**src/rtl/score_keeper.sv**
```systemverilog
`default_nettype none
// ============================================================================
// Module      : score_keeper
// Description : Saturating game score with session high score, plus a
//               request/acknowledge handshake to an external binary-to-BCD
//               converter that feeds the display.
// Revision    : 1.0 - initial release
// ============================================================================
module score_keeper #(
  parameter logic [11:0] MAX_SCORE    = 12'd4095,
  parameter int          CONV_TIMEOUT = 127
) (
  input  logic        clk,
  input  logic        reset,
  input  logic        clear,
  input  logic        run,
  input  logic        eat_tick,
  input  logic [3:0]  points,
  input  logic        penalty_tick,
  input  logic        conv_rdy,
  input  logic [15:0] conv_bcd,
  output logic        conv_en,
  output logic [11:0] conv_bin,
  output logic [11:0] score,
  output logic [11:0] high_score,
  output logic [15:0] disp_bcd,
  output logic        new_high,
  output logic        busy
);

  localparam int                 c_cnt_w    = $clog2(CONV_TIMEOUT + 1);
  localparam logic [c_cnt_w-1:0] c_cnt_last = c_cnt_w'(CONV_TIMEOUT - 1);
  localparam logic [c_cnt_w-1:0] c_cnt_one  = c_cnt_w'(1);

  typedef enum logic [1:0] {
    ST_IDLE = 2'd0,
    ST_SEND = 2'd1,
    ST_WAIT = 2'd2
  } state_t;

  state_t              r_state;
  state_t              w_state_nxt;
  logic [11:0]         r_score;
  logic [11:0]         r_high;
  logic [11:0]         r_conv_bin;
  logic [15:0]         r_disp;
  logic                r_new_high;
  logic                r_dirty;
  logic [c_cnt_w-1:0]  r_cnt;

  logic [12:0]         w_sum;
  logic [12:0]         w_raw;
  logic [11:0]         w_score_nxt;
  logic                w_changed;
  logic                w_high_up;
  logic                w_timeout;
  logic                w_conv_done;
  logic                w_dirty_nxt;

  // Score arithmetic is done 13 bits wide so the ceiling clamp sees overflow.
  always_comb begin
    w_sum = {1'b0, r_score} + {9'd0, points};
    w_raw = {1'b0, r_score};
    if (run) begin
      if (eat_tick && penalty_tick) begin
        w_raw = (w_sum == 13'd0) ? 13'd0 : (w_sum - 13'd1);
      end else if (eat_tick) begin
        w_raw = w_sum;
      end else if (penalty_tick) begin
        w_raw = (r_score == 12'd0) ? 13'd0 : ({1'b0, r_score} - 13'd1);
      end
    end
    if (clear) begin
      w_score_nxt = 12'd0;
    end else if (w_raw > {1'b0, MAX_SCORE}) begin
      w_score_nxt = MAX_SCORE;
    end else begin
      w_score_nxt = w_raw[11:0];
    end
  end

  assign w_changed = (w_score_nxt != r_score);
  assign w_high_up = (w_score_nxt > r_high);

  always_comb begin
    w_state_nxt = r_state;
    w_timeout   = 1'b0;
    w_conv_done = 1'b0;
    case (r_state)
      ST_IDLE: begin
        if (r_dirty) begin
          w_state_nxt = ST_SEND;
        end
      end
      ST_SEND: begin
        w_state_nxt = ST_WAIT;
      end
      ST_WAIT: begin
        if (conv_rdy) begin
          w_conv_done = 1'b1;
          w_state_nxt = ST_IDLE;
        end else if (r_cnt == c_cnt_last) begin
          w_timeout   = 1'b1;
          w_state_nxt = ST_IDLE;
        end
      end
      default: begin
        w_state_nxt = ST_IDLE;
      end
    endcase
  end

  // The request in SEND consumes dirty; a same-cycle score change re-arms it.
  assign w_dirty_nxt = ((r_state == ST_SEND) ? 1'b0 : r_dirty)
                       | w_changed | clear | w_timeout;

  always_ff @(posedge clk) begin
    if (reset) begin
      r_state    <= ST_IDLE;
      r_score    <= 12'd0;
      r_high     <= 12'd0;
      r_conv_bin <= 12'd0;
      r_disp     <= 16'h0000;
      r_new_high <= 1'b0;
      r_dirty    <= 1'b0;
      r_cnt      <= '0;
    end else begin
      r_state    <= w_state_nxt;
      r_score    <= w_score_nxt;
      r_dirty    <= w_dirty_nxt;
      r_new_high <= w_high_up;
      if (w_high_up) begin
        r_high <= w_score_nxt;
      end
      // Loaded on entry to SEND so it already equals score while conv_en is high.
      if ((r_state == ST_IDLE) && r_dirty) begin
        r_conv_bin <= w_score_nxt;
      end
      if (w_conv_done) begin
        r_disp <= conv_bcd;
      end
      if ((r_state == ST_WAIT) && (w_state_nxt == ST_WAIT)) begin
        r_cnt <= r_cnt + c_cnt_one;
      end else begin
        r_cnt <= '0;
      end
    end
  end

  assign conv_en    = (r_state == ST_SEND);
  assign busy       = (r_state != ST_IDLE);
  assign conv_bin   = r_conv_bin;
  assign score      = r_score;
  assign high_score = r_high;
  assign disp_bcd   = r_disp;
  assign new_high   = r_new_high;

endmodule
`default_nettype wire

```
**config.mk**
```make
export PLATFORM = sky130hd
export DESIGN_NAME = score_keeper
export DESIGN_NICKNAME = d
export VERILOG_FILES = /design/src/rtl/score_keeper.sv
export SDC_FILE = /design/constraint.sdc
export NUM_CORES = 1
export LEC_CHECK = 0
export CAP_MARGIN = 20
export CORE_UTILIZATION = 50
export DETAILED_ROUTE_END_ITERATION = 6
export GPL_TIMING_DRIVEN = 0
export PLACE_DENSITY = 0.81
export RECOVER_POWER = 100
export SETUP_SLACK_MARGIN = 0.2
export SYNTH_ARGS = -nofsm -noshare
export SYNTH_HDL_FRONTEND = slang
export SYNTH_SLANG_ARGS = --single-unit
```
**constraint.sdc**
```tcl
create_clock -name clk -period 6.3 [get_ports clk]
set_input_delay 0.945 -clock clk [delete_from_list [all_inputs] [get_ports clk]]
set_output_delay 0.945 -clock clk [all_outputs]
set_load 0.005 [all_outputs]
```
After elaboration in Yosys (flattened, before gate mapping)
Index checks and enable logic that the tools add are counted.
- $add $sub $neg: 4
- magnitude comparators: 2
- eq/ne operators: 5
- multiplexer cells: 18
- bitwise gates (word level): 4
- reductions and logical operators: 8
- operators with widths (kind ; count):
    $mux W13 ; 6
    $mux W12 ; 2
    $add A12 B4 Y13 ; 1
    $gt A13 B12 Y1 const B ; 1
    $logic_not A13 Y1 ; 1
    $sub A12 B1 Y13 const B ; 1
    $sub A13 B1 Y13 const B ; 1
    $gt A12 B12 Y1 ; 1
    $logic_not A12 Y1 ; 1
    $ne A12 B12 Y1 ; 1
    $add A7 B1 Y7 const B ; 1
    $eq A7 B7 Y1 const B ; 1
    $mux W1 ; 6
    $mux W2 ; 3
    $pmux W2 S3 ; 1
    $eq A2 B2 Y1 const B ; 2
    $logic_and A1 B1 Y1 ; 3
    $or A1 B1 Y1 ; 3
    $eq A2 B1 Y1 const B ; 1
    $logic_not A2 Y1 ; 1
    $reduce_bool A2 Y1 ; 1
    $reduce_or A2 Y1 ; 1
    $not A1 Y1 ; 1
- flip-flop bits (word level): 63
- input bits: 27
- output and inout bits: 55
- word-level logic and storage cells: 49

Logic depth before layout (Yosys ltp)
Gate-level depths: netlist of run 1.
- word-level depth: 13
- mapped depth: 24
- depth with buffers taken out: 22

Least setup slack after synthesis of run 1
OpenSTA, ideal clock, no wires.
- kind: input to register
- start point: input port points[0]
- end point: register r_high[2] (netlist: high_score[2])
- setup time: 0.128 ns
- arrival: 5.190 ns
- data required time: 6.172 ns
- slack: 0.982 ns
- stages on the path: 21
- buffers on the path: 1
- cell sequence: ha_1 -> inv_1 -> fa_1 -> nand2b_1 -> a21oi_2 -> and4_4 -> o31ai_1 -> nor4_1 -> mux2_4 -> a222oi_1 -> a21o_1 -> inv_1 -> ha_1 -> nand4_1 -> or2_2 -> nor2_1 -> o22a_1 -> clkbuf_1 -> nor2_1 -> a21oi_1 -> nor2_1
- word-level cells in the longest chain between the ends: 9
- ends and longest elaborated chain (item ; RTL line ; source):
    start: declaration ; 18 ; input logic [3:0] points,
    $add A12 B4 Y13 (*) ; 62 ; w_sum = {1'b0, r_score} + {9'd0, points};
    $sub A13 B1 Y13 / $logic_not A13 Y1 (equally long branches) ; 66 ; w_raw = (w_sum == 13'd0) ? 13'd0 : (w_sum - 13'd1);
    $mux W13 ; 66 ;
    $mux W13 (*) ; 65 ; if (eat_tick && penalty_tick) begin
    $mux W13 (*) ; 64 ; if (run) begin
    $gt A13 B12 Y1 ; 75 ; end else if (w_raw > {1'b0, MAX_SCORE}) begin
    $mux W12 (*) ; 75 ;
    $mux W12 (*) ; 73 ; if (clear) begin
    via w_score_nxt[6] ; 53 ; logic [11:0] w_score_nxt;
    $gt A12 B12 Y1 (*) ; 83 ; assign w_high_up = (w_score_nxt > r_high);
    end signal: assignment ; 133 ; r_high <= w_score_nxt;
    end: declaration ; 44 ; logic [11:0] r_high;
Mark *: on every way through the listed nets, which the timed path passes. The rest lies on a longest branch.
A chain may end at the register's enable or synchronous reset.

Final worst setup path of run 1
Ends and elaborated chain as after synthesis.

==> out/metrics.yaml, run 1 <==
syn_avg_cell_area_um2: 7.381
critPathCaptureType: "register"
initial_core_util_pct: 51.44
worst_slack_ns: 0.2625
crit_type: "in -> reg"
hold_path.class: "reg -> reg"
numCtsBuffers: 9
via_per_inst: 6.339
synth-seq-cells: 63
place_congestion: 1.019
cp.arrival_ns: 6.25
overflow: 0
cp_cell_sequence: "clkdlybuf4s50_1, ha_1, inv_1, fa_2, nand2b_1, a21oi_4, nor3_1, a211oi_2, clkbuf_4, o31ai_2, nor4_1, o22ai_1, a21oi_2, ha_1, a21o_1, a21oi_1, o21ai_0, o22a_2, buf_2, a21oi_1, nor2_1"
required_ns: 6.52
timing.final.crit_share_pct: 95.83
grt_pass1_wl_mm: 27.68
max_freq_ghz: 0.1656
final_area_um2: 6020
post-place-ws_ns: -0.4741
crit_path_top_delay_cell: "nor4_1"
synth_nets: 693
grt_max_degree: 12
dr.pass1.iters: 6
grt.total_usage_pct: 36.27
leakage_nw: 2.296
clk_pin_slew_ns: 0.08
nets: 792
cts_tree: "built"
async_reset_ff_share_pct: 0
synth_cells: 644
placed_cell_area_um2: 5710
clock_sinks: 63
area_growth_pct: 26.64
drive_above_1_share_pct: 9.759
path_buf_inv: 4
critical_path.max_fanout: 10
drc_errors: 0
period_needed_ns: 6.037
fin_setup_tns_ns: 0
first_iter_violations: 424
antenna_cells: 0
clk_path_buf_depth: 2
clockRootBuffer: "clkbuf_8"
place_hpwl_mm: 13.44
synth_edf_count: 0
status: "finished clean"
routedWlPerCell_um: 20.19
die_w_um: 99.50
slowest_delay_ns: 0.57
tightest_slew_ns: 0.7665
ir_drop_mv: 0.1115
rsz0062_at_grt: "no"
finalSetupViolations: 0
ios: 82
core_um2: 9240
num_rows: 35
synth.cell_area_um2: 4753
power.switching_uw: 447.3
cellPowerDensity_nw_per_um2: 197.6
antenna_found_initial: 0
comb_power_share_pct: 36.1
finish.utilization_pct: 65.15
max_slew_margin_pct: 48.59
switching_share_pct: 37.61
seq_power_share_pct: 36.7
drv_slew: 0
p_int_uw: 741.9
p_clk_share_pct: 27.2
finalHoldViolCount: 0
yosys_warnings: 0
portBuffers: 79
power_mw: 1.189
cpLargestDelayFamily: "compound AO/OA/AOI/OAI gates"
synth_cell_types: 86
yosysSeqAreaShare_pct: 26.53
start_kind: "primary input"
synth_ff_type: "dfxtp_1"
totalWireLength_mm: 17.71
cts_max_level: 3
clk_latency_ns: 0.34
dr_total_vias: 5559
grt_pass1_vias: 5229
cap_violations: 0
die_area_um2: 9900
ant_nets: 0
die_y_um: 99.50
finClkSkew_ns: 0.01381
worst register-to-register path, stage by stage, from the launching register on:
cell and delay [ns]:
dfxtp_1 0.51, ha_1 0.32, inv_1 0.08, fa_2 0.41
nand2b_1 0.27, a21oi_4 0.28, nor3_1 0.09, a211oi_2 0.46
clkbuf_4 0.24, o31ai_2 0.17, nor4_1 0.57, o22ai_1 0.16
a21oi_2 0.31, ha_1 0.31, a21o_1 0.17, a21oi_1 0.16
o21ai_0 0.15, o22a_2 0.28, buf_2 0.22, a21oi_1 0.20
nor2_1 0.05
routing by layer:
metal	part of all wire [%]	global-route usage [%]	vias to the layer above	routed length (um)
met5	0	0	-	0
met4	3.8	14.82	0	665
met3	10	8.433	59	1792
met2	44	56.89	329	7847
met1	42	47.99	2658	7403
li1	-	-	2513	-
synth_stat cells (6+ instances only):
| cell | number | area share, % |
|---|---|---|
| nand3_1 | 14 | 1.5 |
| xnor2_1 | 14 | 2.6 |
| dfxtp_1 | 63 | 27 |
| nand4_1 | 10 | 1.3 |
| o22ai_1 | 6 | 0.79 |
| a21oi_1 | 64 | 6.7 |
| clkbuf_1 | 29 | 2.3 |
| nor4_1 | 9 | 1.2 |
| or4_1 | 6 | 0.95 |
| mux2i_1 | 8 | 1.7 |
| ha_1 | 21 | 5.5 |
| nand2_1 | 98 | 7.7 |
| and3_1 | 7 | 0.92 |
| o21ai_0 | 19 | 2.0 |
| nand2b_1 | 6 | 0.79 |
| nor2b_1 | 15 | 2.0 |
| nor2_1 | 69 | 5.4 |
| inv_1 | 29 | 2.3 |
| a211oi_1 | 6 | 0.95 |
| nor3_1 | 15 | 1.6 |
| buf_2 | 6 | 0.63 |
| o31ai_1 | 8 | 1.3 |
| a31oi_1 | 6 | 0.79 |
| a21o_1 | 9 | 1.4 |
placed cells by master (no fill, tap or decap), types with 10 or more instances in the layout:
master / Yosys / final
clkbuf_1: 29 / 30
o21ai_0: 19 / 19
dlygate4sd3_1: 0 / 57
nand3_1: 14 / 14
dfxtp_1: 63 / 63
nand2_1: 98 / 98
inv_1: 29 / 29
clkbuf_8: 0 / 10
xnor2_1: 14 / 14
clkdlybuf4s50_1: 0 / 22
ha_1: 21 / 21
nand4_1: 10 / 10
nor2_1: 69 / 69
nor2b_1: 15 / 14
a21oi_1: 64 / 64
nor3_1: 15 / 15
final timing paths:
path | startpoint | endpoint | slack, ns | depth (start not counted)
max | points[0] | high_score[2]$_SDFFE_PP0N_ | 0.26 | 21
min reg2reg | conv_bin[9]$_SDFFE_PP0P_ | conv_bin[9]$_SDFFE_PP0P_ | 0.45 | 2
min | conv_bin[9]$_SDFFE_PP0P_ | conv_bin[9]$_SDFFE_PP0P_ | 0.45 | 2
max reg2reg | score[0]$_SDFF_PP0_ | high_score[2]$_SDFFE_PP0N_ | 0.74 | 20
final cells by class:
cell class                      count  area (um2)
Clock buffer                       11       141.4
Clock inverter                      5       33.78
Multi-Input combinational cell    510        3266
Inverter                           29       108.9
Fill cell                         813        3221
Sequential cell                    63        1261
Buffer                             42       195.2
Timing Repair Buffer               88       852.1
Tap cell                          129       161.4
sequential cells by signal, summed over array words and instances, names as in the netlist:
signal and flops:
r_cnt 7, r_dirty 1, r_state 2, disp_bcd 16, new_high 1, conv_bin 12
score 12, high_score 12
power by group through the flow:
stage               Sequential (mW)  Clock [mW]  Combinational (mW)
detailed placement            0.446           0               0.404
finish                        0.437       0.323               0.430
global placement              0.445           0               0.398
floorplan                     0.444           0               0.251
CTS                           0.437       0.326               0.413
global route                  0.439       0.343               0.463
cell families after synthesis:
logic type	after synthesis	share of synthesized area, %
AO/OA/AOI/OAI	179	26.75
XOR/XNOR	19	3.501
adder cells (fa/ha/maj)	22	5.949
buffers and inverters	71	6.186
flip-flops	63	26.53
multiplexers	11	2.474
AND/OR/NAND/NOR	279	28.61
through the flow:
step	hold slack, ns	std cells
finish	0.4533	877
global route	0.4742	877
CTS	0.4597	870
detailed placement	0.4480	853
global placement	0.4369	852
floorplan	0.4258	644
timing repair:
item,CTS,global route
resized for setup,6,15
pin swaps,2,4
endpoints found under the setup margin,12,13
hold buffers,0,0
setup buffers,1,7
(Power assumes the default switching activity.)
==> run 2: changes to the inputs <==
- PLACE_DENSITY: 0.81 -> 0.88
==> out/metrics.yaml, run 2 (synthesis results as in run 1) <==
status: "finished clean"
finish.utilization_pct: 64.47
critPathCaptureType: "register"
max_freq_ghz: 0.1658
hold_path.class: "reg -> reg"
die_w_um: 99.50
drc_errors: 0
ant_nets: 0
tightest_slew_ns: 1.015
hold_buffers: 0
fin_setup_tns_ns: 0
via_per_inst: 6.276
num_rows: 35
reg2reg_slack_ns: 0.68
start_kind: "primary input"
cp_cell_sequence: "clkdlybuf4s50_1, ha_1, inv_1, fa_2, nand2b_1, a21o_1, clkbuf_1, xnor2_1, o31ai_4, nand2_1, or4_1, a31oi_1, a21oi_1, ha_1, nand4_1, or2_2, nor2_1, o22a_2, clkbuf_4, nor2_1, a21oi_1, nor2_1"
period_needed_ns: 6.031
place_hpwl_mm: 12.98
nets: 785
finClkSkew_ns: 0.01340
drv_slew: 0
crit_type: "in -> reg"
crit_path_top_delay_cell: "or4_1"
core_um2: 9240
finalSetupViolations: 0
die_y_um: 99.50
required_ns: 6.51
cellPowerDensity_nw_per_um2: 196.8
clk_pin_slew_ns: 0.08
grt_pass1_wl_mm: 26.70
dp_cells: 852
dr.pass1.iters: 6
grt_pass1_vias: 5093
grt_max_degree: 14
dr_total_vias: 5460
first_iter_violations: 608
clk_path_buf_depth: 2
cap_violations: 0
max_slew_margin_pct: 31.73
rsz0062_at_grt: "no"
place_congestion: 1.011
drive_above_1_share_pct: 8.907
cpLargestDelayFamily: "simple AND/OR/NAND/NOR gates"
portBuffers: 79
routedWlPerCell_um: 19.94
mostFrequentLayoutCell: "nand2_1"
whs_ns: 0.4608
slowest_delay_ns: 0.49
power_mw: 1.172
clockRootBuffer: "clkbuf_8"
timing.final.crit_share_pct: 95.73
initial_core_util_pct: 51.44
leakage_nw: 2.265
fin_cells: 870
path_buf_inv: 4
antenna_cells: 0
die_area_um2: 9900
overflow: 0
largest_register_ffs: 16
clk_latency_ns: 0.34
ios: 82
antenna_found_initial: 0
critical_path.max_fanout: 10
area_growth_pct: 25.32
numCtsBuffers: 9
cp.arrival_ns: 6.24
cts_tree: "built"
grt.total_usage_pct: 34.74
cts_max_level: 3
crit_path_frequent_cell: "nor2_1"
clock_sinks: 63
final_cell_mix: "nand2_1 (98), nor2_1 (69), a21oi_1 (66), dfxtp_1 (63), dlygate4sd3_1 (57)"
ir_drop_mv: 0.1795
totalWireLength_mm: 17.34
finalHoldViolCount: 0
run 2: report_power, final:
group          leakage, nW  total (mW)  internal, mW  switching [mW]
Combinational         1.67       0.412         0.164           0.248
Sequential           0.511       0.438         0.420          0.0175
Clock               0.0866       0.323         0.147           0.176
Total                 2.26        1.17         0.731           0.441
run 2: stage by stage:
step / instance area (um2) / setup WS [ns]
detailed placement: 5705 / -0.5196
finish: 5957 / 0.2691
floorplan: 4753 / 0.9822
CTS: 5914 / 0.2119
global placement: 5705 / -0.4409
global route: 5957 / 0.1063
run 2: final timing paths:
kind	from	endpoint	cells after the start
setup / recovery	points[0]	high_score[5]$_SDFFE_PP0N_	22
hold / removal	disp_bcd[9]$_SDFFE_PP0P_	disp_bcd[9]$_SDFFE_PP0P_	2
setup reg to reg	score[0]$_SDFF_PP0_	high_score[5]$_SDFFE_PP0N_	21
hold reg to reg	disp_bcd[9]$_SDFFE_PP0P_	disp_bcd[9]$_SDFFE_PP0P_	2
run 2: timing repair:
action | 4_1_cts | 5_1_grt
pin swaps | 0 | 4
endpoints found under the setup margin | 12 | 13
setup buffers | 0 | 2
cloned | 0 | 0
resized for setup | 6 | 13
run 2: tightest hold or removal path: stages (launching register included):
cell     delay (ns)
dfxtp_1        0.32
nand2_1        0.05
a21oi_1        0.05
run 2: metal layers:
metal  wire (um)  vias up  share of wire, %  GRT usage (%)
met5           0        -                 0              0
met4         696        0               4.0          13.24
met3        1776       72                10          8.573
met2        8070      352                47          57.21
met1        6800     2537                39          43.82
li1            -     2499                 -              -
run 2: layout make-up:
type                       count  area, um2
clock inverter                 7      55.05
fill                         821       3283
timing repair buffer          81      805.8
sequential                    63       1261
inverter                      29      108.9
buffer                        42      188.9
clock buffer                   9      123.9
multi-input combinational    510       3252
tap                          129      161.4
